===== config.mk =====
export PLATFORM = sky130hd
export DESIGN_NAME = seg7_scan_decoder
export DESIGN_NICKNAME = d
export VERILOG_FILES = /design/src/rtl/seg7_pkg.sv /design/src/rtl/seg7_pattern_decode.sv /design/src/rtl/seg7_scan_decoder.sv
export SDC_FILE = /design/constraint.sdc
export NUM_CORES = 1
export LEC_CHECK = 0
export BUFFER_PORTS_ARGS = -buffer_cell sky130_fd_sc_hd__buf_2
export CAP_MARGIN = 10
export CORE_MARGIN = 8
export CORE_UTILIZATION = 64
export CTS_CLUSTER_DIAMETER = 150
export DETAILED_ROUTE_END_ITERATION = 8
export PLACE_DENSITY = 0.81
export SLEW_MARGIN = 20
export SYNTH_ARGS = -nofsm -noshare
export SYNTH_HDL_FRONTEND = slang
export SYNTH_HIERARCHICAL = 1
export SYNTH_SLANG_ARGS = --single-unit
export TNS_END_PERCENT = 30

===== constraint.sdc =====
create_clock -name clk -period 9 [get_ports clk]
set_clock_uncertainty 0.05 [all_clocks]
set_input_delay 1.35 -clock clk [delete_from_list [all_inputs] [get_ports clk]]
set_output_delay 1.35 -clock clk [all_outputs]
set_load 0.05 [all_outputs]

===== src/rtl/seg7_pkg.sv =====
// seg7_pkg: shared segment pattern table and per-digit slot record for the scan decoder
package seg7_pkg;

    localparam logic [6:0] SEG_PATTERNS [16] = '{
        7'h3F, 7'h06, 7'h5B, 7'h4F, 7'h66, 7'h6D, 7'h7D, 7'h07,
        7'h7F, 7'h6F, 7'h77, 7'h7C, 7'h39, 7'h5E, 7'h79, 7'h71
    };

    localparam logic [6:0] SEG_BLANK = 7'h00;

    typedef struct packed {
        logic [3:0] nibble;
        logic       blank;
        logic       dp;
        logic       bad;
    } seg_slot_t;

endpackage


===== src/rtl/seg7_pattern_decode.sv =====
// seg7_pattern_decode: maps an active-high 7-segment pattern back to its hex nibble
module seg7_pattern_decode
    import seg7_pkg::*;
(
    input  logic [6:0] pattern,
    output logic [3:0] nibble,
    output logic       blank,
    output logic       bad
);

    // table lookup; anything that is neither a glyph nor blank is flagged bad
    always_comb begin
        nibble = '0;
        blank  = pattern == SEG_BLANK;
        bad    = pattern != SEG_BLANK;
        for (int i = 0; i < 16; i++)
            if (pattern == SEG_PATTERNS[i]) begin
                nibble = 4'(i);
                bad    = 1'b0;
            end
    end

endmodule


===== src/rtl/seg7_scan_decoder.sv =====
// seg7_scan_decoder: reassembles scanned AN/CT display lines into a word; SEG7_DP_CAPTURE_EN adds dp capture
module seg7_scan_decoder
    import seg7_pkg::*;
#(
    parameter int NUM_DIGITS     = 8,
    parameter int STABLE_CYCLES  = 4,
    parameter int TIMEOUT_CYCLES = 1048576
) (
    input  logic                    clk,
    input  logic                    rst,
    input  logic [NUM_DIGITS-1:0]   an_i,
    input  logic [7:0]              ct_i,
    output logic [4*NUM_DIGITS-1:0] word_o,
    output logic [NUM_DIGITS-1:0]   blank_mask_o,
    output logic [NUM_DIGITS-1:0]   dp_mask_o,
    output logic                    word_valid_o,
    output logic                    err_o,
    output logic                    timeout_o
);

    localparam int SW = $clog2(STABLE_CYCLES + 1);
    localparam int TW = $clog2(TIMEOUT_CYCLES + 1);
    localparam int IW = NUM_DIGITS > 1 ? $clog2(NUM_DIGITS) : 1;
`ifdef SEG7_DP_CAPTURE_EN
    localparam logic DP_EN = 1'b1;
`else
    localparam logic DP_EN = 1'b0;
`endif

    logic [NUM_DIGITS-1:0]   an_r, an_p, seen, seen_nxt, blank_nxt, dp_nxt;
    logic [7:0]              ct_r, ct_p;
    logic [SW-1:0]           stable_cnt, stable_nxt;
    logic [TW-1:0]           tcnt;
    logic [IW-1:0]           idx;
    logic [4*NUM_DIGITS-1:0] word_nxt;
    logic [6:0]              seg_on;
    logic [3:0]              dec_nibble;
    logic                    dec_blank, dec_bad;
    logic                    captured, eligible, same, capture, complete, timeout_hit, err_nxt;
    seg_slot_t               slots [NUM_DIGITS];
    seg_slot_t               cur, frame;

    assign seg_on = ~ct_r[6:0];

    seg7_pattern_decode u_dec (
        .pattern (seg_on),
        .nibble  (dec_nibble),
        .blank   (dec_blank),
        .bad     (dec_bad)
    );

    // stability tracking, capture decision and the frame as it would look after this capture
    always_comb begin
        eligible    = $onehot(~an_r);
        same        = {an_r, ct_r} == {an_p, ct_p};
        stable_nxt  = !eligible ? '0 : !same ? SW'(1) :
                      stable_cnt == SW'(STABLE_CYCLES) ? stable_cnt : stable_cnt + 1'b1;
        capture     = eligible && stable_nxt == SW'(STABLE_CYCLES) && !(captured && same);
        idx         = '0;
        for (int k = 0; k < NUM_DIGITS; k++)
            if (!an_r[k]) idx = IW'(k);
        cur         = '{nibble: dec_nibble, blank: dec_blank, dp: DP_EN & ~ct_r[7], bad: dec_bad};
        seen_nxt    = capture ? seen | (NUM_DIGITS'(1) << idx) : seen;
        complete    = capture && &seen_nxt;
        timeout_hit = !capture && |seen && tcnt == TW'(TIMEOUT_CYCLES - 1);
        err_nxt     = 1'b0;
        word_nxt    = '0;
        blank_nxt   = '0;
        dp_nxt      = '0;
        frame       = '0;
        for (int k = 0; k < NUM_DIGITS; k++) begin
            frame              = (capture && idx == IW'(k)) ? cur : slots[k];
            word_nxt[4*k +: 4] = frame.nibble;
            blank_nxt[k]       = frame.blank;
            dp_nxt[k]          = frame.dp;
            err_nxt            = err_nxt | frame.bad;
        end
    end

    // input sampling, slot storage, frame/timeout bookkeeping and registered outputs
    always_ff @(posedge clk) begin
        if (rst) begin
            an_r         <= '1;
            an_p         <= '1;
            ct_r         <= '1;
            ct_p         <= '1;
            stable_cnt   <= '0;
            captured     <= 1'b0;
            tcnt         <= '0;
            seen         <= '0;
            for (int k = 0; k < NUM_DIGITS; k++) slots[k] <= '0;
            word_o       <= '0;
            blank_mask_o <= '0;
            dp_mask_o    <= '0;
            err_o        <= 1'b0;
            word_valid_o <= 1'b0;
            timeout_o    <= 1'b0;
        end else begin
            an_r         <= an_i;
            ct_r         <= {ct_i[7] | ~DP_EN, ct_i[6:0]};
            an_p         <= an_r;
            ct_p         <= ct_r;
            stable_cnt   <= stable_nxt;
            captured     <= eligible && (capture || (captured && same));
            tcnt         <= (capture || timeout_hit) ? '0 : |seen ? tcnt + 1'b1 : tcnt;
            seen         <= (complete || timeout_hit) ? '0 : seen_nxt;
            word_valid_o <= complete;
            timeout_o    <= timeout_hit;
            if (capture) slots[idx] <= cur;
            if (complete) begin
                word_o       <= word_nxt;
                blank_mask_o <= blank_nxt;
                dp_mask_o    <= dp_nxt;
                err_o        <= err_nxt;
            end
        end
    end

endmodule


### Word-level counts from Yosys, hierarchy flattened

Memory sizes are Yosys's and may differ from the RTL's.
Cells that the tools add are included.

* bits in latches: 0
* bits of input ports: 18
* flip-flop bits (word level): 116
* output and inout bits: 51
* memories kept: 1
* RAM bits: 48
* ROM bits: 0

Memories
* slots: words 8, width 6, rd ports 8, clocked after memory_dff 0, wr ports 8, RTL line seg7_scan_decoder.sv:40 `seg_slot_t slots [NUM_DIGITS];`

* equality and inequality tests: 28
* bitwise gates (word level): 10
* muxes and demuxes: 58
* div/mod/pow operators: 0
* shifts and indexed selects: 1
* magnitude comparators: 0
* add/sub/neg operators: 9
* multiply operators: 0
* reductions and logical operators: 28

Operators with widths (count)
* $eq 7x7->1 const B: 12
* $mux 7: 8
* $mux 3: 12
* $mux 4: 8
* $mux 1: 24
* $add 21x1->21 const B: 1
* $eq 21x20->1 const B: 1
* $eq 3x3->1 const B: 6
* $eq 16x16->1: 1
* $logic_and 1x1->1: 15
* $eq 7x3->1 const B: 2
* $eq 7x6->1 const B: 2
* $add 1x1->2: 4
* $mux 2: 4
* $mux 8: 1
* $not 8->8: 1
* $or 8x8->8: 1
* $reduce_and 8->1: 1
* $reduce_or 8->1: 1
* $shl 1x3->8 const A: 1
* $logic_not 7->1: 1
* $not 7->7: 1
* $or 1x1->1: 7
* $reduce_bool 7->1: 1
* other kinds (12): 18

### Longest topological paths before layout

Gate-level depths: netlist (run 1).

* word-level depth: 26
* depth in mapped cells: 17

### Hierarchy

Netlist (run 1), hierarchy kept.

Modules (own cells, without submodules)
* seg7_scan_decoder: area an instance 6621.4 um^2, cells an instance 642, times used 1
* seg7_pattern_decode: area an instance 395.4 um^2, cells an instance 56, times used 1

### Least setup slack after synthesis (run 1)

OpenSTA, ideal clock, no wires.

* path type: register to register
* start: reg an_r[1]
* end: mem slots[7][0] (netlist name) (enable)
* period minus slack after synthesis: 4335 ps
* buffers on the path: 1
* cell stages (with the launch flop): 14
* data arrival time: 3963 ps
* setup slack: 4665 ps
* data required time: 8628 ps
* path through: dfxtp_1 fa_1 inv_1 fa_1 fa_1 ha_1 inv_1 fa_1 nor2_1 a31oi_1 or3_1 or4_1 clkbuf_1 nand2b_1

RTL lines
* start: declaration: RTL line seg7_scan_decoder.sv:30 `logic [NUM_DIGITS-1:0] an_r, an_p, seen, seen_nxt, blank_nxt, dp_nxt;`
* start signal: assignment: RTL line seg7_scan_decoder.sv:99 `an_r <= an_i;`
* end: declaration: RTL line seg7_scan_decoder.sv:40

### Worst setup path after layout (run 1)

* start: reg an_r[1]
* end: reg word_o[28]

* longest elaborated chain between the ends: 12
* elaborated cells on any way between the ends: 28
* classes of those cells: add/sub (3); eq/ne (4); shift (1); mux (11); bitwise (2); reduce/logical (7)

Ends and longest elaborated chain
* $not 8->8 or $mux 1 (tied branches): RTL line seg7_scan_decoder.sv:54, seg7_scan_decoder.sv:61
* $add 1x1->2 (not written as such) or $mux 2 (tied branches): RTL line seg7_scan_decoder.sv:54, seg7_scan_decoder.sv:61
* $add 2x2->3 (not written as such) or $mux 2 (tied branches): RTL line seg7_scan_decoder.sv:54, seg7_scan_decoder.sv:61
* $add 3x3->4 (not written as such) or $mux 3 (tied branches): RTL line seg7_scan_decoder.sv:54, seg7_scan_decoder.sv:61
* $eq 4x1->1 or $mux 3 (tied branches): RTL line seg7_scan_decoder.sv:54, seg7_scan_decoder.sv:61
* $mux 3, on equally long branches: RTL line seg7_scan_decoder.sv:56, seg7_scan_decoder.sv:61
* $eq 3x3->1 or $mux 3 (tied branches): RTL line seg7_scan_decoder.sv:58, seg7_scan_decoder.sv:61
* $logic_and 1x1->1 or $shl 1x3->8 (tied branches): RTL line seg7_scan_decoder.sv:58, seg7_scan_decoder.sv:63
* $logic_and 1x1->1 or $or 8x8->8 (tied branches): RTL line seg7_scan_decoder.sv:58, seg7_scan_decoder.sv:63
* $mux 8: RTL line seg7_scan_decoder.sv:63 `seen_nxt = capture ? seen | (NUM_DIGITS'(1) << idx) : seen;`
* $reduce_and 8->1: RTL line seg7_scan_decoder.sv:64 `complete = capture && &seen_nxt;`
* $logic_and 1x1->1: RTL line seg7_scan_decoder.sv:64
* end signal: assignment: RTL line seg7_scan_decoder.sv:111 `word_o <= word_nxt;`
* end: declaration: RTL line seg7_scan_decoder.sv:13 `output logic [4*NUM_DIGITS-1:0] word_o,`

Parallel ways exist; a longest one is shown, timed or not.
A chain may end at the register's enable or synchronous reset.

==> results of run 1 <==
## registers in the layout, indices dropped and copies added (netlist names)
name and flops:
captured 1, stable_cnt 3, seen 8, err_o 1
an_p 8, an_r 8, timeout_o 1, word_o 32
tcnt 21, blank_mask_o 8, word_valid_o 1, ct_r 7
slots 48, ct_p 7
## Yosys cell counts, types with 3 or more instances
| master | number | share of area, % |
|---|---|---|
| a311oi_1 | 5 | 0.62 |
| or4_1 | 4 | 0.43 |
| a21boi_0 | 5 | 0.54 |
| dfxtp_1 | 106 | 30 |
| xor2_1 | 29 | 3.6 |
| xnor2_1 | 8 | 1.0 |
| fa_1 | 4 | 1.1 |
| nand3b_1 | 3 | 0.32 |
| a21oi_1 | 10 | 0.71 |
| buf_4 | 13 | 1.4 |
| a211oi_2 | 11 | 2.0 |
| nor3_1 | 10 | 0.71 |
| and4_1 | 3 | 0.37 |
| nor4_1 | 7 | 0.62 |
| buf_1 | 9 | 0.48 |
| o21ai_0 | 3 | 0.21 |
| edfxtp_1 | 48 | 21 |
| or3_1 | 4 | 0.36 |
| nand2_1 | 30 | 1.6 |
| ha_1 | 6 | 1.1 |
| nand3_1 | 14 | 1.0 |
| or2_2 | 31 | 2.8 |
| nor2b_1 | 6 | 0.54 |
| a22oi_1 | 3 | 0.32 |
| nand2b_1 | 19 | 1.7 |
| nor2_1 | 119 | 6.4 |
| nand4_1 | 15 | 1.3 |
| buf_2 | 7 | 0.50 |
| clkbuf_1 | 24 | 1.3 |
| buf_6 | 4 | 0.64 |
| mux2i_1 | 35 | 5.0 |
| a211oi_1 | 28 | 3.0 |
| o21a_1 | 3 | 0.32 |
| inv_1 | 27 | 1.4 |
| and3_1 | 6 | 0.54 |
| a211o_1 | 3 | 0.37 |
## worst max-delay path: stages (launching register included)
cell	delay, ns
dfxtp_1	0.49
fa_1	0.46
inv_1	0.08
fa_1	0.44
fa_1	0.52
ha_1	0.17
inv_1	0.05
fa_1	0.37
nor2_1	0.10
a31oi_1	0.16
nor4_2	0.87
a32oi_1	0.35
a211oi_4	0.27
buf_4	0.66
nor2_1	0.09
a311oi_1	0.28
## stage by stage
stage          utilization [%]  hold WS, ns  setup slack (ns)  instances  cell area (sq um)
2_1_floorplan                -        0.375              4.66        705               7040
3_3_place_gp              67.1        0.407              3.65        850               7240
3_5_place_dp              67.1        0.407              3.48        850               7240
4_1_cts                   72.8        0.423              3.44        882               7860
5_1_grt                   72.8        0.451              3.00        882               7860
6_report                  72.8        0.426              3.42        882               7860
## placed cells by master (no fill, tap or decap), types with 10 or more instances in the layout
| cell | n |
|---|---|
| edfxtp_1 | 48 |
| dfxtp_1 | 106 |
| or2_2 | 31 |
| nor3_1 | 10 |
| a21oi_1 | 10 |
| xor2_1 | 29 |
| nand2b_1 | 19 |
| nand4_1 | 15 |
| nand2_1 | 30 |
| a211oi_1 | 28 |
| a211oi_2 | 10 |
| clkbuf_16 | 16 |
| nand3_1 | 14 |
| buf_2 | 59 |
| mux2i_1 | 35 |
| inv_1 | 27 |
| nor2_1 | 119 |
## power groups by stage
stage          logic, mW  registers, mW  clock network [mW]
5_1_grt            0.100          0.738               0.773
4_1_cts           0.0906          0.737               0.744
3_3_place_gp      0.0852          0.751                   0
3_5_place_dp      0.0898          0.752                   0
2_1_floorplan     0.0765          0.749                   0
6_report          0.0913          0.737               0.736
## cell type report
cell class              instances  area share, %
well taps                     140           2.23
multi-input cells             467           39.3
repair buffers                 62           4.05
flip-flops and latches        154           45.4
inverters                      27           1.29
clock inverters                14           2.48
clock buffers                  18           5.32
## worst max path at each step
stage | from | cells after the start | slack (ns) | to
6_report | an_r[1]$_SDFF_PP1_ | 15 | 3.42 | word_o[28]$_SDFFE_PP0P_
5_1_grt | an_r[1]$_SDFF_PP1_ | 15 | 3.00 | seen[5]$_SDFF_PP0_
4_1_cts | an_r[1]$_SDFF_PP1_ | 15 | 3.44 | seen[5]$_SDFF_PP0_
3_5_place_dp | an_r[1]$_SDFF_PP1_ | 15 | 3.48 | seen[5]$_SDFF_PP0_
3_3_place_gp | an_r[1]$_SDFF_PP1_ | 15 | 3.65 | seen[5]$_SDFF_PP0_
2_1_floorplan | an_r[1]$_SDFF_PP1_ | 13 | 4.66 | slots[7][0]$_SDFFCE_PN0P_
## routing by layer
metal / up-vias / track usage, % / share of wire (%)
li1: 2481 / - / -
met1: 2403 / 24.8 / 41
met2: 171 / 34.8 / 50
met3: 36 / 5.41 / 7.0
met4: 0 / 9.06 / 2.2
met5: - / 0 / 0
## kinds of logic after synthesis
family	share of synthesized area, %
AO/OA/AOI/OAI	10.1
flip-flops	50.8
adder cells (fa/ha/maj)	2.21
AND/OR/NAND/NOR	21.3
multiplexers	5.15
XOR/XNOR	4.62
other	0.0534
buffers and inverters	5.74
==> results.txt, run 1 <==
The share of total power dissipated in sequential elements is 47.1%. The internal power component came out at 1.21 mW. The post-synthesis to final-layout area growth is 11.9%. The switching component of the power came out at 353 uW. Per report_power, the clock group accounts for 47.1% of the total. The capture point of the worst reg-to-reg path is word_o[28]$_SDFFE_PP0P_. The layout net count came out at 757. The most used flip-flop cell after synthesis is dfxtp_1. The count of maximum capacitance violations is 0. The total count of max-transition violations in the final report is 0. The number of antenna-violating nets in the routed design is 0. The area occupied by registers came out at 0.00356 sq mm. The number of setup buffers added after CTS is 0.

The initialized floorplan defines 38 standard-cell rows. The post-route minimum period came out at 5.58 ns. TritonCTS built the clock tree. The remaining global-route overflow came out at 0.

The post-cts gate resize count came out at 0. The final routed DRC violation total is 0. The cell area after technology mapping is 0.00702 sq mm. The via-per-instance ratio came out at 5.77. The HPWL after detailed placement is 10000 um. The final setup violation count came out at 0.

STA classifies the critical path startpoint as a flop. The overall global routing resource usage is 20.8%. Setup total negative slack on the finished layout was measured at 0 ns. The headroom to the max-slew limit is 34.5%. The initial DRC count came out at 396. The hold path startpoint is tcnt[20]$_SDFFE_PP0N_. Per report_power, the combinational group accounts for 5.8% of the total. The tree is rooted in a clkbuf_8. 0 antenna diodes ended up in the layout.

The maximum frequency from static timing analysis is 0.179 GHz. The routed layout has 5,091 vias. The average instance in the mapped netlist occupies 10.1 sq um.

The routed design has 14,600 um of wire. IR analysis of the VDD net gives a maximum drop of 0.000134 V. The path with the worst hold slack has its endpoint at timeout_o$_SDFF_PP0_. The arrival time at the worst endpoint is 5.96 ns. The reg-to-reg startpoint is an_r[1]$_SDFF_PP1_. The H-tree depth came out at 4. The clock tree buffer depth came out at 2. The weighted congestion reported at the end of routability-driven placement is 0.916. The post-synthesis async set-or-reset flop share is 0%. The wire length of the first global-routing pass came out at 24,100 um. The run finished with clean final reports.

The number of hold violations in the final report was 0. Counting instances, the worst hold path has a depth of 1. The clock reaches the later pin of the worst-skew pair after 0.54 ns. The post-synthesis cell count came out at 698. The register area share after synthesis came out at 50.8%.

The area enclosed by the die boundary is 0.0146 sq mm. The count of fill cells added during filler insertion came out at 797. The floorplan die height came out at 121 um. The number of search-and-repair iterations in the first detailed-routing pass came out at 5. The initial utilization of the core area, before any placement, comes to 65.0%. The slack of the worst reg-to-reg path came out at 3.42 ns.

The mean routed wirelength per cell is 16.5 um. For the pin with the worst max-slew slack, the measured transition is 0.975 ns. CTS saw 154 sinks.

The worst register-to-register path has a depth of 15. After synthesis, the netlist uses 66 different library cells. The number of global-route vias before repair came to 5,042. The final cycle utilization of the critical path came out at 62.0%. The placeable core region is 0.0108 sq mm. The number of antenna violations at the first check in global routing is 0. Measured along the x axis, the die boundary spans 121 um. The post-route total power came out at 1.56 mW. By startpoint and endpoint, the worst setup path is classified as reg -> reg. The clock transition at the registers of the reported paths is 0.06 ns. The multi-input combinational cells in the finished layout cover a total of 0.00308 sq mm. The ratio of cells with drive above 1 in the final layout came out at 19.3%. The worst hold path belongs to the class reg -> reg. Buffers inserted to repair hold after CTS numbered 0. STA classifies the critical path endpoint as a flop.

The count of flip-flops with a built-in enable after synthesis came out at 48. The maximum number of pins on one net before global-route repair is 94. The leakage power came out at 3.20 nW. The number of synthesized register bits is 154. Yosys printed 6 warnings. The number of I/O port buffers came out at 59. The power density relative to cell area is 199 mW/mm^2.

The critical path required time came out at 9.39 ns. The count of pins on the block boundary is 69. In this run the worst path has a maximum fanout of 84.

Net switching is 22.5% of the power. Setup repair after global routing left no endpoint under its margin. TritonCTS created 17 clock buffers.
(Power assumes the default switching activity.)
==> inputs of run 2 (changes only) <==
--- a/config.mk
+++ b/config.mk
@@ -8,10 +8,10 @@
 export BUFFER_PORTS_ARGS = -buffer_cell sky130_fd_sc_hd__buf_2
 export CAP_MARGIN = 10
 export CORE_MARGIN = 8
-export CORE_UTILIZATION = 64
+export CORE_UTILIZATION = 53
 export CTS_CLUSTER_DIAMETER = 150
 export DETAILED_ROUTE_END_ITERATION = 8
-export PLACE_DENSITY = 0.81
+export PLACE_DENSITY = 0.72
 export SLEW_MARGIN = 20
 export SYNTH_ARGS = -nofsm -noshare
 export SYNTH_HDL_FRONTEND = slang
==> constraint.sdc (replaced) <==
create_clock -name clk -period 4.7 [get_ports clk]
set_clock_uncertainty 0.05 [all_clocks]
set_input_delay 0.705 -clock clk [delete_from_list [all_inputs] [get_ports clk]]
set_output_delay 0.705 -clock clk [all_outputs]
set_load 0.05 [all_outputs]
==> run 2 against run 1 <==
  * Sequential cell count unchanged
  * Sequential power increased by 91%
  * Fmax rose by 22%
  * Worst hold slack got worse by 0.023 ns
  * Die area rose by 18%
  * Non-clock buffer count up 26
  * Final cell count rose by 7.0%
  * Critical path depth up 2
  * Via count up 2.8%
  * Clock-buffer cell count grew 4
==> results.txt, run 2 (synthesis gave the netlist of run 1 again) <==
Counting stages on the worst path, the most repeated cell is fa_1. The register with the most flip-flops in the final layout is slots. The largest fanout of any net on the critical path came out at 26. The remaining global-route overflow is 0.

The die covers 0.0172 sq mm. The sink count of the clock tree came out at 154. The clock latency at the later pin of the worst-skew pair is 0.43 ns. The worst setup path is of the reg -> reg kind. The vias after detailed routing came out at 5,236. The clock buffer count from CTS is 17. Based on the critical path, the design can be clocked at up to 0.219 GHz. The number of antenna violations at the first check in global routing is 0. The half-perimeter wire length after placement came out at 10,400 um. The overall global routing resource usage is 19.0%. The global routing met3 resource utilization is 4.29%.

The headroom to the max-slew limit is 40.5%. The starting utilization of the core area came out at 53.6%. The count of fill cells added during filler insertion is 1,010. After layout, the minimum clock period comes to 4.56 ns.

The slowest library cell on the worst path is fa_1. The mean routed wirelength per cell came out at 17.1 um. Cells with a size suffix above 1 make up 23.2% of the layout. The library cells used most frequently in the layout, excluding fill and tap cells, are 118 x nor2_1, 105 x dfxtp_1, 59 x buf_2, 48 x edfxtp_1, 35 x mux2i_1.

The clock transition at the registers of the reported paths came out at 0.06 ns. The longest individual stage delay on the worst path came out at 0.52 ns. The number of search-and-repair iterations in the first detailed-routing pass came out at 5. Leaving out fill and tap cells, the most frequent cell in the layout is nor2_1. Entering global routing, the biggest net connects 53 pins.

Once detail routing completed, the nets flagged for antenna violations numbered 0. Traced cell by cell, the critical path runs through fa_1 > inv_1 > fa_1 > fa_1 > ha_2 > inv_1 > fa_1 > nor2b_1 > a31oi_4 > nor4_4 > buf_6 > a32oi_4 > a211oi_4 > buf_4 > buf_12 > nor3b_4 > a21boi_1. The floorplan die height came out at 131 um. The layer flagged by global routing as most heavily used is met2. The count of pins on the block boundary is 69. The transition time at the pin with the least slew margin is 0.884 ns. The placeable core region is 0.0131 sq mm.

The nature of the critical path startpoint is a flop. The analysis attributes to cell leakage a power of 3.36 nW. The total count of max-transition violations in the final report came out at 0.

The number of global-route vias before repair is 5,029. The H-tree depth is 4. The antenna cell count is 0. The cts-stage hold buffer count came out at 0. The critical path required time came out at 5.00 ns. The weighted congestion reported at the end of routability-driven placement came out at 0.840. The number of rows in the core area came out at 42. The post-route total power came out at 3.10 mW. The flow ran to the end, and the final reports show no timing, DRC or antenna violations.

In this run the horizontal extent of the chip is 131 um. The worst hold path belongs to the class in -> reg. The final setup violation count is 0. The via-per-instance ratio came out at 5.55.

Dividing total power by cell area gives a power density of 373 mW/mm^2. The arrival time at the worst endpoint came out at 4.86 ns. For this run, global-route usage on met2 was measured as 31.7%. The layout net count came out at 783. The final hold slack is 0.403 ns. In this run the clock root is driven by a clkbuf_16. After detailed routing, the number of remaining DRC violations is 0. The register with the most flip-flops in the layout has 48 of them. The worst ir drop on vdd came out at 0.000236 V.

The final cycle utilization of the critical path came out at 97.1%. In this run the tool buffered the top-level ports with 59 buffer cells. The post-synthesis to final-layout area growth came out at 18.2%. The first routing iteration left 500 violations. In this run the deepest clock path goes through 2 buffers. The met1 global-route usage came out at 23.1%. Setup repair after global routing could not meet its margin everywhere. The number of hold violations in the final report came to 0. TritonCTS built the clock tree.

The worst setup path is captured at a flop. The final wirelength came out at 16,100 um. The wire length of the first global-routing pass came out at 24,900 um. The count of maximum capacitance violations came out at 0. The largest registers in the layout are slots: 48 flops, word_o: 32 flops, tcnt: 21 flops.
[run 2: changes by cell type in the layout (fill, tap and decap cells not counted), moves of 2 or more]
cell / change
buf_4: +20
clkinv_2: -2
clkinv_4: -3
a21boi_0: -2
buf_12: +2
a21boi_1: +2
clkbuf_16: +5
[run 2: repair_timing]
| action | in CTS | in global routing |
|---|---|---|
| gates cloned | 0 | 3 |
| pin swaps | 0 | 5 |
| resized for setup | 1 | 21 |
| setup buffers | 0 | 8 |
| endpoints found under the setup margin | 1 | 56 |
[run 2: critical path: cells and delay by family (launching register included)]
family,cells,cell delay [ns]
compound gates,4,0.82
fa+ha+maj,5,2.08
buf+inv,5,0.59
flops,1,0.34
simple gates,3,0.57
[run 2: metrics by stage]
stage               area, sq um  setup WS (ns)  utilization [%]  cells  setup TNS, ns
floorplan                  7040          0.365                -    705              0
finish                     8300          0.138             63.4    944              0
global route               8300        -0.0716             63.4    944         -0.260
CTS                        8060         0.0359             61.6    933              0
global placement           7410          0.153             56.6    901              0
detailed placement         7410       0.000545             56.6    901              0
[run 2: routing by layer]
| metal | up-vias | part of all wire [%] | wire [um] |
|---|---|---|---|
| li1 | 2528 | - | - |
| met1 | 2535 | 42 | 6850 |
| met2 | 154 | 50 | 8130 |
| met3 | 19 | 5.8 | 935 |
| met4 | 0 | 1.2 | 198 |
| met5 | - | 0 | 0 |
[run 2: final cells by class]
| cell class | instances | area (sq um) | area share (%) |
|---|---|---|---|
| sequential | 154 | 3560 | 43.0 |
| multi-input combinational | 467 | 3180 | 38.4 |
| timing repair buffer | 88 | 581 | 7.00 |
| clock buffer | 22 | 497 | 5.99 |
| tap | 176 | 220 | 2.65 |
| clock inverter | 10 | 149 | 1.79 |
| inverter | 27 | 101 | 1.22 |
[run 2: worst paths after layout]
kind,startpoint,end,slack [ns],depth (start not counted)
max,an_r[0]$_SDFF_PP1_,seen[3]$_SDFF_PP0_,0.14,17
min,an_i[2],an_r[2]$_SDFF_PP1_,0.40,2
max reg2reg,an_r[0]$_SDFF_PP1_,seen[3]$_SDFF_PP0_,0.14,17
min reg2reg,an_r[0]$_SDFF_PP1_,an_p[0]$_SDFF_PP1_,0.44,1
[run 2: where the power goes]
group	switching (mW)	internal, mW
registers	0.0160	1.39
logic	0.131	0.0803
clock network	0.556	0.922
total	0.703	2.39
==> inputs of run 3 (changes only) <==
--- a/config.mk
+++ b/config.mk
@@ -5,6 +5,7 @@
 export SDC_FILE = /design/constraint.sdc
 export NUM_CORES = 1
 export LEC_CHECK = 0
+export ABC_AREA = 1
 export BUFFER_PORTS_ARGS = -buffer_cell sky130_fd_sc_hd__buf_2
 export CAP_MARGIN = 10
 export CORE_MARGIN = 8
@@ -12,6 +13,7 @@
 export CTS_CLUSTER_DIAMETER = 150
 export DETAILED_ROUTE_END_ITERATION = 8
 export PLACE_DENSITY = 0.72
+export RECOVER_POWER = 25
 export SLEW_MARGIN = 20
 export SYNTH_ARGS = -nofsm -noshare
 export SYNTH_HDL_FRONTEND = slang
==> run 3 against run 2 <==
  * Sequential power about the same
  * Synthesized cell count up 31%
  * Worst hold slack improved by 0.0047 ns
  * Fmax up 4.2%
  * Worst setup slack gained 0.19 ns
  * Critical path type unchanged
==> results.txt, run 3 <==
The count of maximum capacitance violations is 0. The maximum number of pins on one net before global-route repair is 51. The clock buffer count from CTS is 17.

The endpoint identified for the worst register-to-register timing path is seen[1]$_SDFF_PP0_. For the pin with the worst max-slew slack, the measured transition is 0.908 ns. The final hold slack came out at 0.408 ns. The critical path required time is 4.96 ns. The number of global-route vias before repair was 5,410. The number of hold violations in the final report is 0. The final routed DRC violation total is 0. The number of antenna-violating nets in the routed design is 0. For this configuration, the core starts out at a cell density of 53.5%. The count of fill cells added during filler insertion is 1,162.

The largest fanout of any net on the critical path is 14. The most instantiated library cell after synthesis is nand2_1. The half-perimeter wire length after placement came out at 10,200 um.

The slowest stage of the critical path belongs to the cell fa_1. The floorplan die height is 131 um. After detailed routing, the total wire length is 14,700 um.

The weighted congestion reported at the end of routability-driven placement is 0.900. The total count of max-transition violations in the final report came out at 0. The worst setup path is captured at a flop. The library cell used most frequently in the layout, excluding fill and tap cells, is nand2_1. The area enclosed by the die boundary came out at 0.0172 sq mm.

Setup repair after global routing left no endpoint under its margin. The placeable core region is 0.0131 sq mm. Clock tree synthesis selected as its root buffer the cell clkbuf_16. The die is 131 um wide.

The worst reg-to-reg path cell count came out at 19. In the synthesized netlist the async set-or-reset flop fraction comes to 0%. By area the synthesized netlist is led by dfxtp_1 30%, edfxtp_1 21%, nand2_1 17%, nor2_1 6.2%, inv_1 4.9%. The post-synthesis to final-layout area growth is 16.3%. The remaining global-route overflow is 0. The H-tree depth is 4. During synthesis, Yosys emitted a total of 6 warnings.

The multi-input logic area is 0.00290 sq mm. The final cycle utilization of the critical path is 93.1%. The clock latency at the later pin of the worst-skew pair is 0.42 ns. The classification of the worst-slack hold path is in -> reg. The count of flip-flops with a built-in enable after synthesis is 48. The total negative slack for setup checks came out at 0 ns. The clock transition at the registers of the reported paths is 0.06 ns. Ranked by instance count, the synthesized netlist is headed by 317 x nand2_1, 116 x nor2_1, 106 x dfxtp_1.

The longest individual stage delay on the worst path came out at 0.53 ns. The layout net count is 1,013. The clock tree buffer depth is 2. The worst setup path is launched from a flop. The critical path starts at an_r[0]$_SDFF_PP1_. The register area share after synthesis came out at 50.9%. In this run the mean area of a mapped cell was 7.67 sq um.

The worst ir drop on vdd came out at 0.000264 V. TritonCTS built the clock tree. The post-synthesis cell count came out at 914. In this run the biggest area consumer among cell types represents 30.3% of the synthesized area. The worst setup slack before clock tree synthesis came out at 0.198 ns.

Input and output buffers added on the ports amount to 59. The via-per-instance ratio came out at 4.88. Summed over all instances, the cell type with the most area after synthesis is dfxtp_1. The cell area that synthesis handed to floorplanning was 0.00701 sq mm. The most prevalent standard cell on the critical path is fa_1.

The power density relative to cell area is 378 mW/mm^2. The number of search-and-repair iterations in the first detailed-routing pass is 5. The prevailing post-synth register cell is dfxtp_1. The register with the most flip-flops in the final layout is slots. The run finished with clean final reports. The number of distinct library cells after synthesis came out at 35. The post-route minimum period came out at 4.38 ns. The initial DRC count is 385. For the worst setup path, the data arrival time is 4.63 ns. Global routing used 18.3% of the available tracks. The capture point of the worst path is seen[1]$_SDFF_PP0_. The count of pins on the block boundary came out at 69.

The final setup violation count came out at 0. The floorplan has 42 rows. The headroom to the max-slew limit came out at 39.4%.

The sequential cells in the finished layout cover a total of 0.00356 sq mm. Of the cells placed in the final design, the portion with a size suffix greater than 1 is 13.3%. The number of antenna violations at the first check in global routing is 0. The antenna cell count came out at 0. In the final layout, the registers with the most flip-flops are slots: 48 flops, word_o: 32 flops, tcnt: 21 flops. Walking the worst path, the cells encountered are fa_1 > inv_1 > fa_1 > fa_1 > ha_1 > inv_1 > fa_1 > o211ai_1 > a21oi_1 > nand3_2 > nor2_8 > nand4_1 > nand2_1 > nand2_1 > nor2_1 > nand2_2 > buf_4 > nand3_2 > nor2_1. In this run the register-to-register setup slack is 0.32 ns. The startpoint identified for the worst register-to-register timing path is an_r[0]$_SDFF_PP1_. The critical path is of the reg -> reg type. The mean routed wirelength per cell is 12.5 um.

The worst path meets setup with 0.323 ns of slack. The number of synthesized register bits is 154. The wire length of the first global-routing pass came out at 24,500 um.

The leakage power came out at 3.90 nW. Leaving out fill and tap cells, the most frequent cells in the layout are 317 x nand2_1, 116 x nor2_1, 106 x dfxtp_1, 91 x inv_1, 58 x nand3_1. The number of flip-flops in the largest register is 48. The final design utilization is 62.3%.

The vias after detailed routing came out at 5,724. The sink count of the clock tree came out at 154. The maximum frequency from static timing analysis is 0.228 GHz.
run 3: what timing repair did:
action | CTS | global route
gates resized for setup | 0 | 2
buffers inserted | 0 | 0
hold buffers | 0 | 0
endpoints found under the setup margin | 0 | 43
run 3: logic make-up (layout without fill, tap and decap cells):
group           after synthesis  in the layout  share of synthesized area (%)
simple gates                558            558                           34.2
xor+xnor                     13             13                           1.63
buf+inv                     141            218                           8.23
compound gates               37             37                           2.84
fa+ha+maj                    10             10                           2.21
other cells                   1              8                         0.0535
flops                       154            154                           50.9
run 3: worst min-delay path by stage:
| stage | from | end | slack (ns) | depth (start not counted) |
|---|---|---|---|---|
| 6_report | an_i[2] | an_r[2]$_SDFF_PP1_ | 0.41 | 2 |
| 5_1_grt | ct_i[1] | ct_r[1]$_SDFF_PP1_ | 0.40 | 2 |
| 4_1_cts | an_i[2] | an_r[2]$_SDFF_PP1_ | 0.39 | 2 |
| 3_5_place_dp | tcnt[15]$_SDFFE_PP0N_ | tcnt[15]$_SDFFE_PP0N_ | 0.41 | 1 |
| 3_3_place_gp | tcnt[15]$_SDFFE_PP0N_ | tcnt[15]$_SDFFE_PP0N_ | 0.40 | 1 |
| 2_1_floorplan | tcnt[15]$_SDFFE_PP0N_ | tcnt[15]$_SDFFE_PP0N_ | 0.39 | 1 |
run 3: worst max-delay path: cells and delay by family (launching register included):
kind	cells	cell delay, ns
adder cells (fa/ha/maj)	5	2.10
buffers and inverters	3	0.30
AND/OR/NAND/NOR	9	1.16
AO/OA/AOI/OAI	2	0.29
flip-flops	1	0.34
run 3: layout make-up:
| type | instances | area share, % |
|---|---|---|
| Clock buffer | 17 | 5.22 |
| Clock inverter | 15 | 2.72 |
| Inverter | 107 | 4.93 |
| Multi-Input combinational cell | 626 | 35.6 |
| Sequential cell | 154 | 43.7 |
| Tap cell | 176 | 2.70 |
| Timing Repair Buffer | 79 | 5.08 |
run 3: where the power goes:
| part | internal [mW] | switching, mW |
|---|---|---|
| combinational | 0.0559 | 0.125 |
| clock | 0.944 | 0.543 |
| sequential | 1.40 | 0.0136 |
run 3: metal layers:
layer / routed length (um) / vias to the layer above / GRT usage [%]
li1: - / 2979 / -
met1: 6860 / 2611 / 22.6
met2: 6910 / 119 / 29.9
met3: 786 / 15 / 5.64
met4: 155 / 0 / 5.81
met5: 0 / - / 0
run 3: metrics by stage:
step / std cells / instance area (sq um) / total power [mW]
after floorplan: 921 / 7030 / 1.58
after global placement: 1142 / 7540 / 1.61
after detailed placement: 1142 / 7540 / 1.62
after CTS: 1174 / 8180 / 3.10
after global routing: 1174 / 8150 / 3.19
final: 1174 / 8150 / 3.08
